[src/rtl/uart_rx_oversampler_if.sv]
// uart_rx_oversampler_if: serial line, frame settings and received-character strobe bundle
interface uart_rx_oversampler_if;
    logic       rx_en_i;
    logic       tick_i;
    logic       rx_i;
    logic [1:0] data_bit_num_i;
    logic       parity_en_i;
    logic       parity_type_i;
    logic       stop_bit_num_i;
    logic [7:0] data_o;
    logic       data_valid_o;
    logic       parity_err_o;
    logic       stop_bit_err_o;
    logic       busy_o;
    modport master (
        output rx_en_i, tick_i, rx_i, data_bit_num_i, parity_en_i, parity_type_i, stop_bit_num_i,
        input  data_o, data_valid_o, parity_err_o, stop_bit_err_o, busy_o
    );
    modport slave (
        input  rx_en_i, tick_i, rx_i, data_bit_num_i, parity_en_i, parity_type_i, stop_bit_num_i,
        output data_o, data_valid_o, parity_err_o, stop_bit_err_o, busy_o
    );
endinterface

[src/rtl/uart_rx_oversampler.sv]
// uart_rx_oversampler: oversampled UART receiver with 3-sample majority vote per bit
module uart_rx_oversampler #(
    parameter int SAMPLING_RATE = 16
) (
    input logic                  clk,
    input logic                  reset,
    uart_rx_oversampler_if.slave bus
);
    localparam int CW = $clog2(SAMPLING_RATE);
    localparam logic [CW-1:0] C_M0   = CW'(SAMPLING_RATE / 2 - 1);
    localparam logic [CW-1:0] C_M1   = CW'(SAMPLING_RATE / 2);
    localparam logic [CW-1:0] C_M2   = CW'(SAMPLING_RATE / 2 + 1);
    localparam logic [CW-1:0] C_LAST = CW'(SAMPLING_RATE - 1);
    typedef enum logic [2:0] {IDLE, START, DATA, PARITY, STOP} state_t;
    state_t        r_state;
    logic [1:0]    r_sync;
    logic [CW-1:0] r_cnt;
    logic [2:0]    r_bit;
    logic [7:0]    r_shift;
    logic [1:0]    r_v;
    logic [1:0]    r_nbits;
    logic          r_par_en, r_par_type, r_stop2, r_stop_idx;
    logic          r_par_err, r_stop_err, r_armed;
    logic [7:0]    r_data;
    logic          r_valid, r_perr_o, r_serr_o;
    logic          w_rx_s, w_vote, w_decide, w_wrap, w_last_bit;
    assign w_rx_s     = r_sync[1];
    assign w_vote     = (r_v[0] & r_v[1]) | (r_v[0] & w_rx_s) | (r_v[1] & w_rx_s);
    assign w_decide   = bus.tick_i && r_cnt == C_M2;
    assign w_wrap     = bus.tick_i && r_cnt == C_LAST;
    assign w_last_bit = r_bit == 3'd4 + {1'b0, r_nbits};
    always_ff @(posedge clk) begin
        if (reset) begin
            r_state    <= IDLE;
            r_sync     <= 2'b11;
            r_cnt      <= '0;
            r_bit      <= '0;
            r_shift    <= '0;
            r_v        <= 2'b11;
            r_nbits    <= '0;
            r_par_en   <= 1'b0;
            r_par_type <= 1'b0;
            r_stop2    <= 1'b0;
            r_stop_idx <= 1'b0;
            r_par_err  <= 1'b0;
            r_stop_err <= 1'b0;
            r_armed    <= 1'b1;
            r_data     <= '0;
            r_valid    <= 1'b0;
            r_perr_o   <= 1'b0;
            r_serr_o   <= 1'b0;
        end else begin
            r_sync  <= {r_sync[0], bus.rx_i};
            r_valid <= 1'b0;
            // a held-low line must return high before another start is accepted
            if (w_rx_s) r_armed <= 1'b1;
            if (!bus.rx_en_i) begin
                r_state <= IDLE;
                r_cnt   <= '0;
            end else if (bus.tick_i) begin
                r_cnt <= (r_state == IDLE || r_cnt == C_LAST) ? '0 : r_cnt + CW'(1);
                if (r_cnt == C_M0) r_v[0] <= w_rx_s;
                if (r_cnt == C_M1) r_v[1] <= w_rx_s;
                case (r_state)
                    IDLE: if (!w_rx_s && r_armed) begin
                        r_state    <= START;
                        r_nbits    <= bus.data_bit_num_i;
                        r_par_en   <= bus.parity_en_i;
                        r_par_type <= bus.parity_type_i;
                        r_stop2    <= bus.stop_bit_num_i;
                        r_shift    <= '0;
                        r_par_err  <= 1'b0;
                        r_stop_err <= 1'b0;
                        r_stop_idx <= 1'b0;
                    end
                    START: if (w_decide && w_vote) r_state <= IDLE;
                        else if (w_wrap) begin
                            r_state <= DATA;
                            r_bit   <= '0;
                        end
                    DATA: begin
                        if (w_decide) r_shift[r_bit] <= w_vote;
                        if (w_wrap && w_last_bit) r_state <= r_par_en ? PARITY : STOP;
                        else if (w_wrap) r_bit <= r_bit + 3'd1;
                    end
                    PARITY: begin
                        if (w_decide && w_vote != (^r_shift ^ r_par_type)) r_par_err <= 1'b1;
                        if (w_wrap) r_state <= STOP;
                    end
                    STOP: begin
                        if (w_decide && r_stop_idx == r_stop2) begin
                            r_data   <= r_shift;
                            r_perr_o <= r_par_err;
                            r_serr_o <= r_stop_err | ~w_vote;
                            r_valid  <= 1'b1;
                            r_state  <= IDLE;
                            r_cnt    <= '0;
                            r_armed  <= w_vote;
                        end else if (w_decide) r_stop_err <= r_stop_err | ~w_vote;
                        if (w_wrap) r_stop_idx <= 1'b1;
                    end
                    default: r_state <= IDLE;
                endcase
            end
        end
    end
    assign bus.data_o         = r_data;
    assign bus.data_valid_o   = r_valid;
    assign bus.parity_err_o   = r_perr_o;
    assign bus.stop_bit_err_o = r_serr_o;
    assign bus.busy_o         = r_state != IDLE;
endmodule

[src/flat_wrapper.sv]
// flat-port wrapper written by rule: the top's interface ports become plain ports
module uart_rx_oversampler_flat 
#(
    parameter int SAMPLING_RATE = 16
)
  (clk, reset, bus_rx_en_i, bus_tick_i, bus_rx_i, bus_data_bit_num_i, bus_parity_en_i, bus_parity_type_i, bus_stop_bit_num_i, bus_data_o, bus_data_valid_o, bus_parity_err_o, bus_stop_bit_err_o, bus_busy_o);
  uart_rx_oversampler_if bus_i ();
  input logic clk;
  input logic reset;
  input wire logic [$bits(bus_i.rx_en_i)-1:0] bus_rx_en_i;
  input wire logic [$bits(bus_i.tick_i)-1:0] bus_tick_i;
  input wire logic [$bits(bus_i.rx_i)-1:0] bus_rx_i;
  input wire logic [$bits(bus_i.data_bit_num_i)-1:0] bus_data_bit_num_i;
  input wire logic [$bits(bus_i.parity_en_i)-1:0] bus_parity_en_i;
  input wire logic [$bits(bus_i.parity_type_i)-1:0] bus_parity_type_i;
  input wire logic [$bits(bus_i.stop_bit_num_i)-1:0] bus_stop_bit_num_i;
  output wire logic [$bits(bus_i.data_o)-1:0] bus_data_o;
  output wire logic [$bits(bus_i.data_valid_o)-1:0] bus_data_valid_o;
  output wire logic [$bits(bus_i.parity_err_o)-1:0] bus_parity_err_o;
  output wire logic [$bits(bus_i.stop_bit_err_o)-1:0] bus_stop_bit_err_o;
  output wire logic [$bits(bus_i.busy_o)-1:0] bus_busy_o;
  assign bus_i.rx_en_i = bus_rx_en_i;
  assign bus_i.tick_i = bus_tick_i;
  assign bus_i.rx_i = bus_rx_i;
  assign bus_i.data_bit_num_i = bus_data_bit_num_i;
  assign bus_i.parity_en_i = bus_parity_en_i;
  assign bus_i.parity_type_i = bus_parity_type_i;
  assign bus_i.stop_bit_num_i = bus_stop_bit_num_i;
  assign bus_data_o = bus_i.data_o;
  assign bus_data_valid_o = bus_i.data_valid_o;
  assign bus_parity_err_o = bus_i.parity_err_o;
  assign bus_stop_bit_err_o = bus_i.stop_bit_err_o;
  assign bus_busy_o = bus_i.busy_o;
  uart_rx_oversampler #(.SAMPLING_RATE(SAMPLING_RATE)) u_core (.clk(clk), .reset(reset), .bus(bus_i));
endmodule
[config.mk]
export PLATFORM = sky130hd
export DESIGN_NAME = uart_rx_oversampler_flat
export DESIGN_NICKNAME = d
export VERILOG_FILES = /design/src/rtl/uart_rx_oversampler_if.sv /design/src/rtl/uart_rx_oversampler.sv /design/src/flat_wrapper.sv
export SDC_FILE = /design/constraint.sdc
export NUM_CORES = 1
export LEC_CHECK = 0
export ABC_AREA = 1
export BUFFER_PORTS_ARGS = -buffer_cell sky130_fd_sc_hd__buf_2
export CORE_ASPECT_RATIO = 1.2
export CORE_UTILIZATION = 53
export CTS_CLUSTER_DIAMETER = 60
export DETAILED_ROUTE_END_ITERATION = 10
export GPL_ROUTABILITY_DRIVEN = 0
export PLACE_DENSITY = 0.76
export REMOVE_ABC_BUFFERS = 1
export SYNTH_ARGS = -nofsm -noshare
export SYNTH_HDL_FRONTEND = slang
export SYNTH_SLANG_ARGS = --single-unit
[constraint.sdc]
create_clock -name clk -period 1.5 [get_ports clk]
set_clock_uncertainty 0.2 [all_clocks]
set_input_delay 0.375 -clock clk [delete_from_list [all_inputs] [get_ports clk]]
set_output_delay 0.375 -clock clk [all_outputs]
set_load 0.01 [all_outputs]
Word level (Yosys, flattened, before mapping)
Cells that the tools add are included.
W data, S select, Z words.
- bits in registers: 42
- latch bits: 0
- memory bits (writable): 0
- memory bits (read-only): 0
- output and inout port bits: 12
- memories: 0
- $add $sub $neg: 3
- $mul: 0
- divide/modulo/power cells: 0
- magnitude comparators: 2
- equality and inequality tests: 25
- shift-type cells: 0
- mux-type cells: 36
- bitwise logic cells: 11
- reductions and logical operators: 29
- operators with widths (kind ; count):
    $mux W3 ; 11
    $ne A2 B1 Y1 const B ; 9
    $mux W8 ; 2
    $pmux W8 S2 ; 1
    $pmux W3 S5 ; 1
    $reduce_and A5 Y1 ; 3
    $eq A4 B4 Y1 const B ; 3
    $mux W1 ; 12
    $mux W4 ; 3
    $reduce_and A6 Y1 ; 2
    $bwmux W8 ; 1
    $logic_and A1 B1 Y1 ; 8
    $ne A2 B2 Y1 const B ; 4
    $reduce_and A4 Y1 ; 2
    $reduce_bool A2 Y1 ; 4
    $reduce_xor A8 Y1 ; 1
    $reduce_and A7 Y1 ; 1
    $eq A3 B2 Y1 const B ; 2
    $pmux W1 S2 ; 3
    $pmux W3 S2 ; 1
    $reduce_and A3 Y1 ; 2
    $add A4 B1 Y4 const B ; 1
    $eq A4 B3 Y1 const B ; 1
    $lt A3 B4 Y1 const B ; 1
    20 further kinds ; 27

Depth between registers and ports, before layout
- depth after elaboration: 8
- depth in mapped cells: 11
- gate-level depth less buffers: 11

Worst setup path before layout
No wires, ideal clock.
- path kind: reg-to-reg
- from: register u_core.r_cnt[0]
- to: register u_core.r_armed
- library setup time: 0.112 ns
- arrival: 1.343 ns
- slack: -0.155 ns
- cell stages (with the launch flop): 11
- buffers on the path: 0
- path through: dfxtp_1 > ha_1 > nand2_2 > nor2_4 > nand2_2 > nor2_4 > nand2_4 > o21ai_0 > o21ai_0 > nor2_1 > inv_1
- word-level cells in the longest chain between the ends: 7
- RTL lines (item ; RTL line ; text):
    from (decl) ; uart_rx_oversampler.sv:17 ; logic [CW-1:0] r_cnt;
    from (signal assigned) ; uart_rx_oversampler.sv:61 ; r_cnt <= (r_state == IDLE || r_cnt == C_LAST) ? '0 : r_cnt + CW'(1);
    $eq A4 B4 Y1 ; uart_rx_oversampler.sv:29 ; assign w_decide = bus.tick_i && r_cnt == C_M2;
    $logic_and A1 B1 Y1 ; uart_rx_oversampler.sv:29 ;
    $logic_and A1 B1 Y1 ; uart_rx_oversampler.sv:91 ; if (w_decide && r_stop_idx == r_stop2) begin
    $mux W1 ; uart_rx_oversampler.sv:91 ;
    $mux W1 ; uart_rx_oversampler.sv:64 ; case (r_state)
    $mux W1 ; uart_rx_oversampler.sv:60 ; end else if (bus.tick_i) begin
    $mux W1 ; uart_rx_oversampler.sv:57 ; if (!bus.rx_en_i) begin
    to (signal assigned) ; uart_rx_oversampler.sv:98 ; r_armed <= w_vote;
    to (decl) ; uart_rx_oversampler.sv:23 ; logic r_par_err, r_stop_err, r_armed;
No other way between the ends.
A chain may end at the register's enable or synchronous reset.

Worst setup path in the final report
- from: register u_core.r_sync[1]
- to: register u_core.r_stop_err
- word-level cells in the longest chain between the ends: 8
- RTL lines (item ; RTL line ; text):
    from (decl) ; uart_rx_oversampler.sv:16 ; logic [1:0] r_sync;
    from (signal assigned) ; uart_rx_oversampler.sv:53 ; r_sync <= {r_sync[0], bus.rx_i};
    $and A1 B1 Y1 ; uart_rx_oversampler.sv:28 ; assign w_vote = (r_v[0] & r_v[1]) | (r_v[0] & w_rx_s) | (r_v[1] & w_rx_s);
    $or A1 B1 Y1 (2 in a row) ; uart_rx_oversampler.sv:28 ;
    $not A1 Y1 ; uart_rx_oversampler.sv:99 ; end else if (w_decide) r_stop_err <= r_stop_err | ~w_vote;
    $or A1 B1 Y1 ; uart_rx_oversampler.sv:99 ;
    $mux W1 ; uart_rx_oversampler.sv:99 ;
    $mux W1 ; uart_rx_oversampler.sv:91 ;
    $pmux W1 S2 ; uart_rx_oversampler.sv:64 ;
    to (signal assigned) ; uart_rx_oversampler.sv:99 ;
    to (decl) ; uart_rx_oversampler.sv:23 ;
Parallel ways exist; a longest one is shown, timed or not. The select of a mux whose other input is x is not followed.

==> results.py <==
metrics = {
    "outcome": {
        "status": "finished, violations left",
        "failed_checks": "negative setup slack",
    },
    "worst_setup_path": {
        "rrSetupSlack_ns": -0.27,
        "cpMostUsedCell": "nand2_1",
        "worstSetupPathType": "register to register",
        "r2r-start": "u_core.r_sync[1]",
        "arrival_ns": 1.76,
        "critPathSlowestCell": "dfxtp_2",
        "worst_setup_path_end_kind": "register",
        "crit_family": "simple AND/OR/NAND/NOR gates",
        "path_cells": "buf_4 -> inv_1 -> nand2_1 -> nand2_4 -> buf_4 -> nand2_1 -> nor3_1 -> nand2_1 -> o21ai_0 -> nor2_1",
        "worst-path-stages": 10,
        "worstReg2RegEnd": "u_core.r_stop_err",
        "worst_setup_path_start_kind": "register",
        "cpPeakStageDelay_ns": 0.35,
        "required_ns": 1.50,
        "critPathBufInv": 3,
        "r2r_cells": 10,
        "cp_max_fo": 4,
    },
    "route": {
        "antenna_left": 0,
        "first_iter_violations": 100,
        "wire_per_inst_um": 14.2,
        "drc": 0,
        "avgViaCountPerCell": 5.39,
        "num_vias": 2445,
        "first_pass_iters": 4,
        "wirelength_mm": 6.43,
    },
    "synthesis": {
        "async_reset_ff_share_pct": 0,
        "synth_compound_area_share_pct": 15.7,
        "synth_top_family_by_area": "simple AND/OR/NAND/NOR gates",
        "synth-seq-area-share_pct": 38.1,
        "synthMuxAreaShare_pct": 0,
        "synth.ff_latch_count": 42,
        "synthSimpleGateAreaFrac_pct": 33.0,
        "synthesis.area_um2": 2200,
        "yosys_warnings": 0,
        "yosys.cell_types.count": 29,
        "synthCells": 322,
        "yosys.area_share.adder_pct": 2.27,
        "synth-main-ff-cell": "dfxtp_1",
        "synthXorXnorAreaFrac_pct": 2.38,
        "synth_edf_count": 0,
        "syn_avg_cell_area_um2": 6.85,
    },
    "power": {
        "finalPower_mw": 2.12,
        "p_leak_nw": 1.35,
        "power_density_nw_per_um2": 674,
        "ir_drop_mv": 0.449,
    },
    "sta": {
        "timing.hold.ws_ns": 0.0508,
        "period_minus_slack_ns": 1.77,
        "slew_viol_final": 0,
        "fin_ws_ns": -0.268,
        "period_share_pct": 118,
        "setup_viol": 39,
        "timing_hold_violations_final": 0,
        "slew-limit-headroom_pct": 69.3,
        "rsz0062_at_grt": "true",
        "tightest_slew_ns": 0.457,
        "fmax_mhz": 565,
    },
    "die": {
        "die_w_um": 60.9,
        "start_util_pct": 55.5,
        "io_pins": 22,
        "die-area_um2": 4420,
        "fp-row-count": 25,
        "die_h_um": 72.7,
        "core_um2": 3970,
    },
    "cts": {
        "cts_max_level": 2,
        "root_buffer": "clkbuf_8",
        "cts_made_buffers": 5,
        "cts_hold_buf": 0,
        "clock_latency_ns": 0.30,
        "cts_tree": "yes",
        "cts_sinks": 42,
        "cts_buffer_depth": 2,
        "path_clk_slew_ns": 0.08,
    },
    "placement": {
        "dp_hpwl_mm": 3.66,
        "place_ws_ns": -0.290,
        "numPortBuffers": 21,
        "placed_cell_area_um2": 2630,
    },
    "grt": {
        "gr-total-overflow": 0,
        "antenna_found_initial": 0,
        "track_usage_pct": 29.3,
        "grt_max_degree": 19,
        "grt_pass1_vias": 2207,
        "grt_pass1_wl_mm": 9.63,
    },
    "hold_path": {
        "min_from": "bus_rx_i",
        "holdPathStages": 2,
        "hold_path_end": "u_core.r_sync[0]",
        "hp-class": "primary input to register",
    },
    "final_layout": {
        "nFillCells": 286,
        "syn_to_final_growth_pct": 42.5,
        "post-route-cell-area_um2": 3140,
        "final_layout_size_suffix_gt1_share_pct": 39.8,
        "nets": 414,
        "diodes": 0,
    },
    "run": {
        "drv_cap": 0,
    },
}
==> per-stage QoR <==
step	TNS (ns)	std cells	util, %
after detailed placement	-7.27	428	66.1
after CTS	-4.10	453	76.3
after global placement	-5.09	428	66.1
final	-7.22	454	79.1
after global routing	-9.98	454	79.1
after floorplan	-2.45	315	-
==> cells in the mapped netlist, drive strengths merged (4+ instances only) <==
cell	count	area, µm²
nand2	78	313
ha	4	50.1
buf	4	36.3
a21oi	33	169
nand3	28	140
o21ai	31	155
nor3	9	45.0
dfxtp	42	841
nor2	37	179
inv	36	140
xnor2	4	35.0
nand4	4	25.0
==> logic make-up after synthesis <==
| kind of cell | Yosys count |
|---|---|
| buf+inv | 43 |
| compound gates | 67 |
| simple gates | 160 |
| xor+xnor | 6 |
| fa+ha+maj | 4 |
| flops | 42 |
==> sequential cells by signal, indices dropped and copies added, names as in the netlist <==
signal                     flops
u_core.bus.data_o              8
u_core.r_shift                 8
u_core.r_cnt                   4
u_core.r_bit                   3
u_core.r_state                 3
u_core.r_nbits                 2
u_core.r_sync                  2
u_core.r_v                     2
u_core.bus.data_valid_o        1
u_core.bus.parity_err_o        1
u_core.bus.stop_bit_err_o      1
u_core.r_armed                 1
u_core.r_par_en                1
u_core.r_par_err               1
u_core.r_par_type              1
u_core.r_stop2                 1
u_core.r_stop_err              1
u_core.r_stop_idx              1
==> placed cells by master (no fill, tap or decap), drive strengths merged <==
| cell type | instances |
|---|---|
| nand2 | 79 |
| buf | 74 |
| dfxtp | 42 |
| nor2 | 38 |
| inv | 38 |
| a21oi | 33 |
| o21ai | 31 |
| nand3 | 28 |
| nor3 | 9 |
| clkbuf | 5 |
| xnor2 | 4 |
| nand4 | 4 |
| ha | 4 |
| or2 | 3 |
| xor2 | 2 |
| clkinv | 2 |
| nor4 | 1 |
| o21a | 1 |
| a22oi | 1 |
| o31ai | 1 |
==> worst max-delay path by stage <==
stage | end | slack (ns) | start
final | u_core.r_stop_err | -0.27 | u_core.r_sync[1]
after global routing | u_core.r_stop_err | -0.41 | u_core.r_sync[1]
after floorplan | u_core.r_armed | -0.15 | u_core.r_cnt[0]
after CTS | u_core.r_armed | -0.18 | u_core.r_cnt[1]
after global placement | u_core.r_armed | -0.19 | u_core.r_cnt[0]
after detailed placement | u_core.r_armed | -0.29 | u_core.r_cnt[0]
==> layer usage <==
| layer | part of all wire (%) | global-route usage, % | vias to the layer above |
|---|---|---|---|
| li1 | - | - | 1214 |
| met1 | 39 | 31.5 | 1113 |
| met2 | 53 | 52.7 | 90 |
| met3 | 5.2 | 6.56 | 28 |
| met4 | 3.1 | 14.1 | 0 |
| met5 | 0 | 0 | - |
==> cell type report <==
cell class                      instances  area [µm²]  share of cell area (%)
Clock buffer                            5        68.8                    2.19
Clock inverter                          2        10.0                   0.319
Inverter                               36         145                    4.62
Multi-Input combinational cell        239        1450                    46.1
Sequential cell                        42         851                    27.1
Tap cell                               54        67.6                    2.15
Timing Repair Buffer                   74         537                    17.1
Timing Repair inverter                  2        15.0                   0.478
==> report_power, final <==
part / leakage (nW) / total [mW] / internal, mW / switching (mW)
clock network: 0.0438 / 0.716 / 0.313 / 0.403
logic: 0.966 / 0.265 / 0.112 / 0.153
registers: 0.342 / 1.14 / 1.13 / 0.0113
==> worst reg2reg max path, cell delays in order, from the launching register on <==
cell,delay [ns]
dfxtp_2,0.35
buf_4,0.14
inv_1,0.06
nand2_1,0.10
nand2_4,0.12
buf_4,0.12
nand2_1,0.04
nor3_1,0.26
nand2_1,0.10
o21ai_0,0.10
nor2_1,0.05
==> what timing repair did <==
item / in CTS / in global routing
setup endpoints to repair: 38 / 41
setup buffers: 14 / 2
resized for setup: 71 / 27
pin swaps: 16 / 9
gates cloned: 4 / 0
(Power assumes the default switching activity.)
